$ cat src/rtl/auto_catch_player.sv
// auto_catch_player
//   Automated player for the LED catch game. Watches the game's LED bus for a
//   new one-hot target. After a reaction delay it presents the matching switch
//   pattern, or its complement when miss_mode is set. It then pulses the
//   active-low button and holds the pattern through a cooldown. An all-ones
//   LED bus means the game is lost; the player parks in LOST until it clears.
//
// Ports
//   Clk_50MHz  in   1   sole clock, rising edge
//   reset      in   1   asynchronous, active-low
//   enable     in   1   allow new presses to start
//   miss_mode  in   1   present the complemented pattern
//   LED        in  10   game LED bus (asynchronous)
//   SW         out 10   switch pattern to the game
//   button     out  1   active-low press strobe, idle high
//   presses    out  8   completed press count, wraps
//   busy       out  1   high outside IDLE and LOST
module auto_catch_player #(
  parameter int REACT_CYCLES    = 1000,
  parameter int PRESS_CYCLES    = 500,
  parameter int COOLDOWN_CYCLES = 2000
) (
  input  logic       Clk_50MHz,
  input  logic       reset,
  input  logic       enable,
  input  logic       miss_mode,
  input  logic [9:0] LED,
  output logic [9:0] SW,
  output logic       button,
  output logic [7:0] presses,
  output logic       busy
);

  // One shared down-counter, wide enough for the longest phase minus one.
  localparam int MAX_AB = (REACT_CYCLES > PRESS_CYCLES) ? REACT_CYCLES : PRESS_CYCLES;
  localparam int MAX_C  = (MAX_AB > COOLDOWN_CYCLES) ? MAX_AB : COOLDOWN_CYCLES;
  localparam int CNT_W  = (MAX_C > 2) ? $clog2(MAX_C) : 1;

  localparam logic [CNT_W-1:0] REACT_LD = CNT_W'(REACT_CYCLES - 1);
  localparam logic [CNT_W-1:0] PRESS_LD = CNT_W'(PRESS_CYCLES - 1);
  localparam logic [CNT_W-1:0] COOL_LD  = CNT_W'(COOLDOWN_CYCLES - 1);
  localparam logic [CNT_W-1:0] SETUP_LD = CNT_W'(1);

  typedef enum logic [2:0] {
    ST_IDLE,
    ST_WAIT,
    ST_SETUP,
    ST_PRESS,
    ST_COOLDOWN,
    ST_LOST
  } state_t;

  state_t           state, state_n;
  logic [9:0]       led_m, led_s, led_p;
  logic [CNT_W-1:0] cnt, cnt_n;
  logic [9:0]       target, target_n;
  logic [9:0]       sw_pat, sw_pat_n;
  logic [7:0]       presses_q, presses_n;
  logic             lost_pend, lost_pend_n;

  logic one_hot, all_ones, target_evt;

  assign one_hot    = (led_s != 10'h000) && ((led_s & (led_s - 10'd1)) == 10'h000);
  assign all_ones   = (led_s == 10'h3FF);
  assign target_evt = (led_s != led_p) && one_hot;

  // NOTE: sequential state uses non-blocking assignments so every register
  // samples the pre-edge values, independent of statement order.
  always_ff @(posedge Clk_50MHz or negedge reset) begin
    if (!reset) begin
      led_m     <= '0;
      led_s     <= '0;
      led_p     <= '0;
      state     <= ST_IDLE;
      cnt       <= '0;
      target    <= '0;
      sw_pat    <= '0;
      presses_q <= '0;
      lost_pend <= 1'b0;
    end else begin
      led_m     <= LED;
      led_s     <= led_m;
      led_p     <= led_s;
      state     <= state_n;
      cnt       <= cnt_n;
      target    <= target_n;
      sw_pat    <= sw_pat_n;
      presses_q <= presses_n;
      lost_pend <= lost_pend_n;
    end
  end

  // NOTE: every signal driven here gets a default first, so no path can
  // leave one unassigned and infer a latch.
  always_comb begin
    state_n     = state;
    cnt_n       = cnt;
    target_n    = target;
    sw_pat_n    = sw_pat;
    presses_n   = presses_q;
    lost_pend_n = lost_pend;

    unique case (state)
      // LOST shares IDLE's acquisition rule once the bus clears, so a target
      // that replaces the all-ones value is caught in the same cycle.
      ST_IDLE, ST_LOST: begin
        if (all_ones) begin
          state_n = ST_LOST;
        end else if (target_evt && enable) begin
          state_n  = ST_WAIT;
          target_n = led_s;
          cnt_n    = REACT_LD;
        end else begin
          state_n = ST_IDLE;
        end
      end
      ST_WAIT: begin
        if (all_ones) begin
          state_n = ST_LOST;
        end else if (!enable) begin
          state_n = ST_IDLE;
        end else if (target_evt) begin
          target_n = led_s;
          cnt_n    = REACT_LD;
        end else if (cnt == '0) begin
          state_n  = ST_SETUP;
          sw_pat_n = miss_mode ? ~target : target;
          cnt_n    = SETUP_LD;
        end else begin
          cnt_n = cnt - 1'b1;
        end
      end
      ST_SETUP: begin
        if (all_ones) begin
          state_n = ST_LOST;
        end else if (!enable) begin
          state_n = ST_IDLE;
        end else if (cnt == '0) begin
          state_n     = ST_PRESS;
          cnt_n       = PRESS_LD;
          lost_pend_n = 1'b0;
        end else begin
          cnt_n = cnt - 1'b1;
        end
      end
      // A press always runs to completion; an all-ones bus seen at any point
      // during it is remembered and redirects the exit to LOST.
      ST_PRESS: begin
        if (all_ones) lost_pend_n = 1'b1;
        if (cnt == '0) begin
          presses_n = presses_q + 8'd1;
          state_n   = (lost_pend || all_ones) ? ST_LOST : ST_COOLDOWN;
          cnt_n     = COOL_LD;
        end else begin
          cnt_n = cnt - 1'b1;
        end
      end
      ST_COOLDOWN: begin
        if (all_ones) begin
          state_n = ST_LOST;
        end else if (cnt == '0) begin
          state_n = ST_IDLE;
        end else begin
          cnt_n = cnt - 1'b1;
        end
      end
      default: state_n = ST_IDLE;
    endcase
  end

  // Outputs decode directly from state, so an asynchronous reset takes them
  // to their idle values without waiting for a clock edge.
  assign SW      = (state == ST_SETUP || state == ST_PRESS || state == ST_COOLDOWN) ? sw_pat : '0;
  assign button  = (state != ST_PRESS);
  assign busy    = (state != ST_IDLE) && (state != ST_LOST);
  assign presses = presses_q;

endmodule

$ cat config.mk
export PLATFORM = sky130hd
export DESIGN_NAME = auto_catch_player
export DESIGN_NICKNAME = d
export VERILOG_FILES = /design/src/rtl/auto_catch_player.sv
export SDC_FILE = /design/constraint.sdc
export NUM_CORES = 1
export LEC_CHECK = 0
export CAP_MARGIN = 20
export CORE_ASPECT_RATIO = 1.5
export CORE_MARGIN = 2
export CORE_UTILIZATION = 50
export CTS_CLUSTER_DIAMETER = 60
export DETAILED_ROUTE_END_ITERATION = 8
export GPL_TIMING_DRIVEN = 0
export HOLD_SLACK_MARGIN = 0.03
export PLACE_DENSITY = 0.85
export SLEW_MARGIN = 40
export SYNTH_ARGS = -nofsm -noshare
export SYNTH_HDL_FRONTEND = slang
export SYNTH_SLANG_ARGS = --single-unit
export TNS_END_PERCENT = 10
$ cat constraint.sdc
create_clock -name Clk_50MHz -period 2.5 [get_ports Clk_50MHz]
set_input_delay 0.25 -clock Clk_50MHz [delete_from_list [all_inputs] [get_ports Clk_50MHz]]
set_output_delay 0.25 -clock Clk_50MHz [all_outputs]
set_load 0.03 [all_outputs]
==> summary.txt, run 1 <==
Outcome
  – Run status: finished with violations
  – Violated checks: negative setup slack

Layout
  – Filler cells: 474
  – Nets@finish: 399
  – Fin cells: 464
  – Antenna diode count: 0
  – Fraction of layout cells with a size suffix above 1: 0.237
  – Finished Cell Area: 4420 um2
  – Area Growth Syn to Fin: 29.4%

Power and ir drop
  – Cell Pwr Density: 793 nW/um2
  – Worst vdd ir: 0.000469 V
  – Seq pwr share: 0.408
  – Clock share of power: 0.284
  – Net Sw Frac: 0.341
  – Cell Int Power: 2310 uW
  – Leakage: 0.00183 uW
  – Sw Pwr: 1200 uW
  – Total design power: 3510 uW
  – Gate power share: 0.308

Worst setup path
  – Worst-path fanout max: 10
  – CP max-delay cell: or4_4
  – Setup CP Type: reg -> reg
  – CP Cell Sequence: or4_4 > or3_1 > nand3_2 > a21oi_4 > buf_4 > a2111oi_4 > buf_6 > o21bai_1 > a21oi_1
  – CP max stage delay: 0.62 ns
  – CP Launch Type: flop
  – Data required time of the critical path: 2.73 ns
  – Worst setup EP type: flop
  – Crit path DAT: 2.95 ns

Detailed routing
  – WL/cell: 16.7 um
  – # DRC: 0
  – Final ANT Viol Nets: 0
  – Violation count after the first detailed-routing iteration: 126
  – TritonRoute pass-1 iters: 5
  – Routed vias/inst: 5.87
  – Via count: 2,725
  – Total Wirelength: 7.76 mm

Placed design
  – Post-Place Cell Area: 3860 um2
  – Dpl cells: 432
  – Final GP Congestion: 0.858
  – DP HPWL: 4.84 mm
  – Number of buffers added on ports: 32

Clock tree
  – Root Driver: clkbuf_8
  – Clock sink count: 73
  – Clock-pin slew on the worst setup and hold paths: 0.07 ns
  – Clock tree buffer depth: 2
  – H-tree level count: 3
  – TritonCTS clock tree: yes
  – Worst skew pair latency: 0.35 ns
  – CTS buffer count: 9

Synth
  – Cell area after synthesis: 3420 um2
  – Sequential fraction of the synthesis area: 0.535
  – Synth top area share: 0.535
  – Synth area leaders: dfrtp_1 (53%), xnor2_1 (6.7%), mux2_2 (4.0%)
  – Synth Instances: 323
  – Synth area leader: dfrtp_1
  – Count leader, synth: dfrtp_1
  – Syn_nets: 339
  – Commonest cells in the netlist: dfrtp_1 (73), a21oi_1 (26), xnor2_1 (26)
  – Async S/R FF share, synth: 1.00
  – Post-synth EDFFs: 0
  – Predominant post-synthesis flop cell: dfrtp_1
  – Synthesized area per cell: 10.6 um2
  – Seq cells post-synth: 73
  – Yosys Warn Count: 0
  – Yosys cell types: 49

Timing
  – Tmin final: 2.72 ns
  – Fin crit share: 1.09
  – Final Setup Violations: 23
  – Final hold viol count: 0
  – Max_slew headroom: 0.530
  – Actual slew at the worst max-slew pin: 0.697 ns
  – Max Clock Freq: 0.368 GHz
  – Worst hold slack: 0.331 ns
  – Final Max Tran Viols: 0
  – RSZ-0062 raised after global routing: yes
  – Clock Skew: 0.00760 ns
  – Setup TNS: -3.78 ns
  – Final worst slack: -0.218 ns

GRT
  – Vias in the first global route: 2,510
  – Total track usage: 0.195
  – Initial antenna violation count: 0
  – First-pass GRT wire length: 11.4 mm
  – GR Overflow Total: 0
  – Largest net degree at the start of global routing: 39

Floorplanning
  – Die Ht: 105 um
  – Die X: 71.5 um
  – Die ar.: 7530 um2
  – Core area: 6580 um2
  – Initial core utilization: 0.520
  – Cell row count: 36
  – I/O pin total: 34

Min path
  – HP Class: in -> reg

Run
  – Max-Cap Viols: 0
[final timing paths]
kind                                     from              endpoint  slack [ns]  cells after the start
min reg2reg                led_m[0]$_DFF_PN0_    led_s[0]$_DFF_PN0_        0.35                      0
max reg2reg                led_s[1]$_DFF_PN0_    cnt[7]$_DFFE_PN0P_       -0.22                      9
min                                    LED[2]    led_m[2]$_DFF_PN0_        0.33                      1
max                        led_s[1]$_DFF_PN0_    cnt[7]$_DFFE_PN0P_       -0.22                      9
max in group asynchronous               reset    led_s[1]$_DFF_PN0_        1.64                      3
min in group asynchronous               reset  state[0]$_DFFE_PN0P_        0.35                      2
[placed cells by master, fill, tap and decap left out, types with 3 or more instances in the layout]
cell type	Yosys	layout
clkbuf_2	0	9
inv_1	7	7
mux2_4	0	6
nor4_4	0	5
nor2b_1	15	14
clkbuf_8	0	9
buf_6	0	3
a21oi_1	26	26
dfrtp_2	0	7
o21ai_0	19	18
clkdlybuf4s50_1	0	21
nand3_1	4	3
clkbuf_1	9	4
nand2b_1	4	3
or3_1	3	3
dfrtp_1	73	66
nand4_1	7	7
mux2_2	12	6
nand2_1	18	18
nor4_1	9	3
buf_4	0	16
a31oi_1	4	4
nor2_1	24	23
dlygate4sd2_1	0	7
nor3_1	5	5
o22ai_1	3	3
xor2_1	3	3
xnor2_1	26	26
o211ai_1	4	4
[flip-flops by register name, indices dropped and copies added, names as in the netlist]
| register | flops |
|---|---|
| presses | 8 |
| led_p | 10 |
| sw_pat | 10 |
| led_m | 10 |
| lost_pend | 1 |
| target | 10 |
| state | 3 |
| led_s | 10 |
| cnt | 11 |
[area by class of cell]
type,instances,area (um2),area share
clock buffers,10,128,0.0289
multi-input cells,226,1690,0.382
flip-flops and latches,73,1840,0.415
repair buffers,51,463,0.105
plain buffers,15,92.6,0.0209
well taps,76,95.1,0.0215
inverters,7,26.3,0.00594
clock inverters,6,90.1,0.0204
[stage by stage]
stage | util | setup WS (ns)
floorplan | - | 0.00179
finish | 0.672 | -0.218
global placement | 0.583 | -1.10
CTS | 0.623 | -0.245
global route | 0.672 | -0.324
detailed placement | 0.586 | -0.297
[worst max-delay path, delay by kind of cell (launching register included)]
family	cells	cell delay [ns]
AND/OR/NAND/NOR	3	1.12
AO/OA/AOI/OAI	4	0.67
flip-flops	1	0.44
buffers and inverters	2	0.37
[timing repair]
item,4_1_cts,5_1_grt
pin swaps,0,7
cloned,0,1
setup endpoints to repair,45,47
endpoints found under the hold margin,35,0
hold buffers,1,0
gates resized for setup,21,52
setup buffers,0,16
[cell families after synthesis]
logic type,count (synthesis),share of synthesized area
adder cells (fa/ha/maj),4,0.0132
multiplexers,12,0.0395
buffers and inverters,24,0.0289
AND/OR/NAND/NOR,103,0.164
AO/OA/AOI/OAI,78,0.146
flip-flops,73,0.535
XOR/XNOR,29,0.0743
[per-layer routing]
layer | routed length [um] | up-vias | global-route usage
met5 | 0 | - | 0
met4 | 254 | 0 | 0.119
met3 | 355 | 24 | 0.0507
met2 | 4230 | 111 | 0.333
met1 | 2920 | 1315 | 0.209
li1 | - | 1275 | -
[power groups by stage]
stage | combinational, uW | sequential (uW) | clock [uW]
after floorplan | 718 | 1420 | 0
after global placement | 962 | 1440 | 0
after detailed placement | 1000 | 1440 | 0
after CTS | 1010 | 1420 | 1020
after global routing | 1190 | 1450 | 1080
final | 1080 | 1430 | 995
(Power assumes the default switching activity.)
==> inputs of run 2 (changes only) <==
--- a/config.mk
+++ b/config.mk
@@ -9,7 +9,6 @@
 export CORE_ASPECT_RATIO = 1.5
 export CORE_MARGIN = 2
 export CORE_UTILIZATION = 50
-export CTS_CLUSTER_DIAMETER = 60
 export DETAILED_ROUTE_END_ITERATION = 8
 export GPL_TIMING_DRIVEN = 0
 export HOLD_SLACK_MARGIN = 0.03
==> results of run 2 <==
Final layout, timing and power as in run 1 (identical DEF).
==> patch 1: new RTL, config.mk and constraints of run 1 <==
`PRESS_CYCLES`: 500 -> 125.
--- a/src/rtl/auto_catch_player.sv
+++ b/src/rtl/auto_catch_player.sv
@@ -17,7 +17,7 @@
 //   busy       out  1   high outside IDLE and LOST
 module auto_catch_player #(
   parameter int REACT_CYCLES    = 1000,
-  parameter int PRESS_CYCLES    = 500,
+  parameter int PRESS_CYCLES    = 125,
   parameter int COOLDOWN_CYCLES = 2000
 ) (
   input  logic       Clk_50MHz,
Behaviour: no difference found for any inputs over 10 cycles, from zero or initial values and one cycle with reset low; that may be too few to reach the edited logic, so the function may still have changed.
==> patch 1 against run 1 <==
Critical path depth down 3; sequential cell count did not move; cell area decreased by 7.6%; worst setup slack improved by 0.23 ns; worst hold slack improved by 0.0021 ns; area after synthesis shrank 2.3%; power decreased by 4.7%; utilization decreased by 4.3 points; routed wire length fell by 14%; sequential share of layout area up 3.4 points; first-iteration DRC count is 40% higher; clock skew increased by 0.0028 ns; critical endpoint is now cnt[1].
==> patch 1: results (changes against run 1) <==
stage;metric;value;unit;change
power_and_ir_drop;Worst VDD drop;0.4203;mV;-10%
timing;Max-slew headroom;0.5642;;+0.03407
timing;setup violators final;0;;-100%
critical_path;critical path's largest stage delay;0.54;ns;-0.08 ns
place;pre-CTS setup slack;-0.2676;ns;+0.02968 ns
final_layout;Cell Count, Final, Fillers Out;441;;-5.0%
synthesis;Synth area leaders;dfrtp_1, xnor2_1, o21ai_0, mux2_2, nand2_1;;
synthesis;asr flop ratio synth;1.000;;unchanged
synthesis;Avg Cell Area, Syn;10.77;sq um;+1.8%
global_routing;largest net degree at the start of global routing;43;;+10%
final_layout;Final #Nets;376;;-5.8%
synthesis;commonest cells in the synthesized netlist;dfrtp_1, nand2_1, o21ai_0;;
synthesis;sequential share of the synthesized area;0.5472;;+0.01262
power_and_ir_drop;leak pwr;1.731;nW;-5.5%
place;Inst Count DP;419;;-3.0%
hold_path;worst min path class;in2async;;
global_routing;number of global-route vias before repair;2575;;+2.6%
global_routing;GRT Util Overall;0.1989;;+0.004389
route;DRT iter0 DRCs;177;;+40%
synthesis;Mapped Nets;326;;-3.8%
clock_tree;Post-CTS Resized;34;;+62%
route;routed wire length;6683;um;-14%
clock_tree;Post-CTS Setup Inserts;1;;+1
place;HPWL Detailed;4626;um;-4.5%
place;placed cell area;0.003775;sq mm;-2.1%
critical_path;Worst EP arrival;2.73;ns;-0.22 ns
status;status;complete, no violations;;
global_routing;global-route wire length before repair;11790;um;+3.3%
final_layout;fraction of layout instances using a drive strength above 1;0.2027;;-0.03437
patch 1: worst paths after layout:
kind | start | endpoint | slack (ns) | cells after the start
setup / recovery | cnt[7] | cnt[1] | 0.007 | 6
hold / removal | reset | cnt[7] | 0.33 | 2
setup reg to reg | cnt[7] | cnt[1] | 0.007 | 6
hold reg to reg | led_m[9] | led_s[9] | 0.35 | 0
max in group asynchronous | reset | cnt[3] | 1.65 | 3
min in group Clk_50MHz | LED[7] | led_m[7] | 0.34 | 1
patch 1: metal layers:
| layer | vias up | routed length [um] | GRT usage |
|---|---|---|---|
| li1 | 1201 | - | - |
| met1 | 1225 | 2551 | 0.2416 |
| met2 | 83 | 3678 | 0.3298 |
| met3 | 19 | 294 | 0.03585 |
| met4 | 0 | 159 | 0.1092 |
| met5 | - | 0 | 0 |
patch 1: area by class of cell:
type	count	area, sq um	share of cell area
buffer	13	78.83	0.01931
inverter	7	26.28	0.006436
clock inverter	6	67.56	0.01655
timing repair buffer	39	340.3	0.08336
sequential	73	1833	0.4490
tap	76	95.09	0.02329
multi-input combinational	217	1514	0.3708
clock buffer	10	127.6	0.03126
patch 1: cells by family after synthesis:
kind of cell / synth area share
AO/OA/AOI/OAI: 0.1526
XOR/XNOR: 0.07871
adder cells (fa/ha/maj): 0.01049
buffers and inverters: 0.02586
flip-flops: 0.5472
multiplexers: 0.04048
AND/OR/NAND/NOR: 0.1447
patch 1: power by group through the flow:
stage / combinational (mW) / clock, mW / sequential (mW)
2_1_floorplan: 0.657 / 0 / 1.42
4_1_cts: 0.921 / 0.929 / 1.44
3_5_place_dp: 0.868 / 0 / 1.45
5_1_grt: 1.10 / 0.985 / 1.46
6_report: 0.991 / 0.911 / 1.44
3_3_place_gp: 0.819 / 0 / 1.45
==> patch 2: new RTL, config.mk and constraints of run 1 <==
Made on the original files. Reset style: synchronous (`reset`), changed in one clocked block. Comments in the files are not updated.
--- a/src/rtl/auto_catch_player.sv
+++ b/src/rtl/auto_catch_player.sv
@@ -66,7 +66,7 @@
 
   // NOTE: sequential state uses non-blocking assignments so every register
   // samples the pre-edge values, independent of statement order.
-  always_ff @(posedge Clk_50MHz or negedge reset) begin
+  always_ff @(posedge Clk_50MHz) begin
     if (!reset) begin
       led_m     <= '0;
       led_s     <= '0;
Formal check against the unedited RTL: differs if reset is asserted again (counterexample within 4 cycles, from zero or initial values and one cycle with reset low); with reset held inactive, the same outputs for 10 cycles.
==> patch 2 against run 1 <==
The flow still finishes with violations (setup timing); clock skew increased by 0.010 ns; worst setup slack better by 0.17 ns; first-iteration DRC count up 68%; area after synthesis grew 6.4%; power is 12% lower; utilization fell by 3.2 points; combinational power fell by 18%; routed wire length rose by 14%; cell area rose by 3.3%; largest cell class is now multi-input gates; maximum frequency grew 6.5%; sequential cell count is the same; sequential power decreased by 10%.
==> patch 2: results (changes against run 1) <==
stage;metric;value;unit;change
synthesis;post-synthesis compound-gate area fraction;0.1885;;+0.04278
timing;setup ws final;-0.05136;ns;+0.1663 ns
hold_path;worst min path class;reg2reg;;
place;Final GP Congestion;0.9396;;+9.5%
place;HPWL Detailed;6119;um;+26%
global_routing;global-route wire length before repair;14210;um;+25%
critical_path;crit path launch;cnt[0];;
global_routing;number of global-route vias before repair;3045;;+21%
global_routing;GRT Util Overall;0.2331;;+0.03859
power_and_ir_drop;leak pwr;1.714;nW;-6.5%
clock_tree;Reg clk slew, reported paths;0.09;ns;+0.02 ns
hold_path;hold wc startpoint;led_m[8];;
timing;final setup TNS;-0.08056;ns;+3.696 ns
power_and_ir_drop;Seq group;1.28;mW;-10%
synthesis;Synth Area in Adders;0.009632;;-0.003550
critical_path;reg2reg setup slack;-0.05;ns;+0.17 ns
power_and_ir_drop;Worst VDD drop;0.3886;mV;-17%
hold_path;hold endpoint;led_s[8];;
status;status;finished with violations;;
synthesis;asr flop ratio synth;0;;-1.000
power_and_ir_drop;combinational power share;0.287;;-0.021
place;pre-CTS setup slack;-0.2823;ns;+0.01497 ns
synthesis;sequential share of the synthesized area;0.4018;;-0.1328
critical_path;Critical Path Sink;cnt[10];;
global_routing;met3 Use GR;0.05685;;+0.006181
synthesis;Synth area leaders;dfxtp_1, xnor2_1, and2_1, nor2_1, a211oi_2;;
status;failing checks;setup timing;;
route;M1 WL;3312;um;+13%
timing;worst-margin pin slew;0.8499;ns;+0.1525 ns
route;vias per std cell;5.813;;-1.0%
global_routing;grt met2 use;0.4279;;+0.09460
synthesis;post-synthesis mux area share;0.03027;;-0.009274
power_and_ir_drop;Internal;2.117;mW;-8.4%
critical_path;critical path's largest stage delay;0.49;ns;-0.13 ns
final_layout;Final #Nets;457;;+15%
critical_path;critical path peak fanout;7;;-3
synthesis;Distinct cells, synth;72;;+47%
timing;setup violators final;3;;-87%
global_routing;routing usage on met1;0.2266;;+0.01718
synthesis;Mapped Nets;397;;+17%
final_layout;number of fillers in the final layout;552;;+16%
synthesis;xor/xnor share of the synthesized area;0.06983;;-0.004500
==> patch 2: changes by cell type after synthesis, sizes merged, moves of 4 or more <==
cell	before	now
a211oi	2	10
a21oi	27	14
and2	1	30
buf	8	14
dfrtp	73	0
dfxtp	0	73
mux2	12	0
mux2i	0	11
nand2	18	26
nand2b	4	0
nor2	24	42
==> patch 2: final cells by class <==
| cell class | instances | area [sq um] | share of cell area |
|---|---|---|---|
| multi-input cells | 274 | 2130 | 0.4666 |
| flip-flops and latches | 73 | 1471 | 0.3224 |
| repair buffers | 49 | 442.9 | 0.09704 |
| plain buffers | 26 | 196.4 | 0.04304 |
| clock buffers | 11 | 141.4 | 0.03098 |
| well taps | 80 | 100.1 | 0.02193 |
| clock inverters | 4 | 52.55 | 0.01151 |
| inverters | 8 | 30.03 | 0.006579 |
==> patch 2: through the flow <==
stage	hold WS, ns	std cells
after floorplan	0.3773	381
after global placement	0.4133	493
after detailed placement	0.4262	493
after CTS	0.4414	517
after global routing	0.4461	525
final	0.4356	525
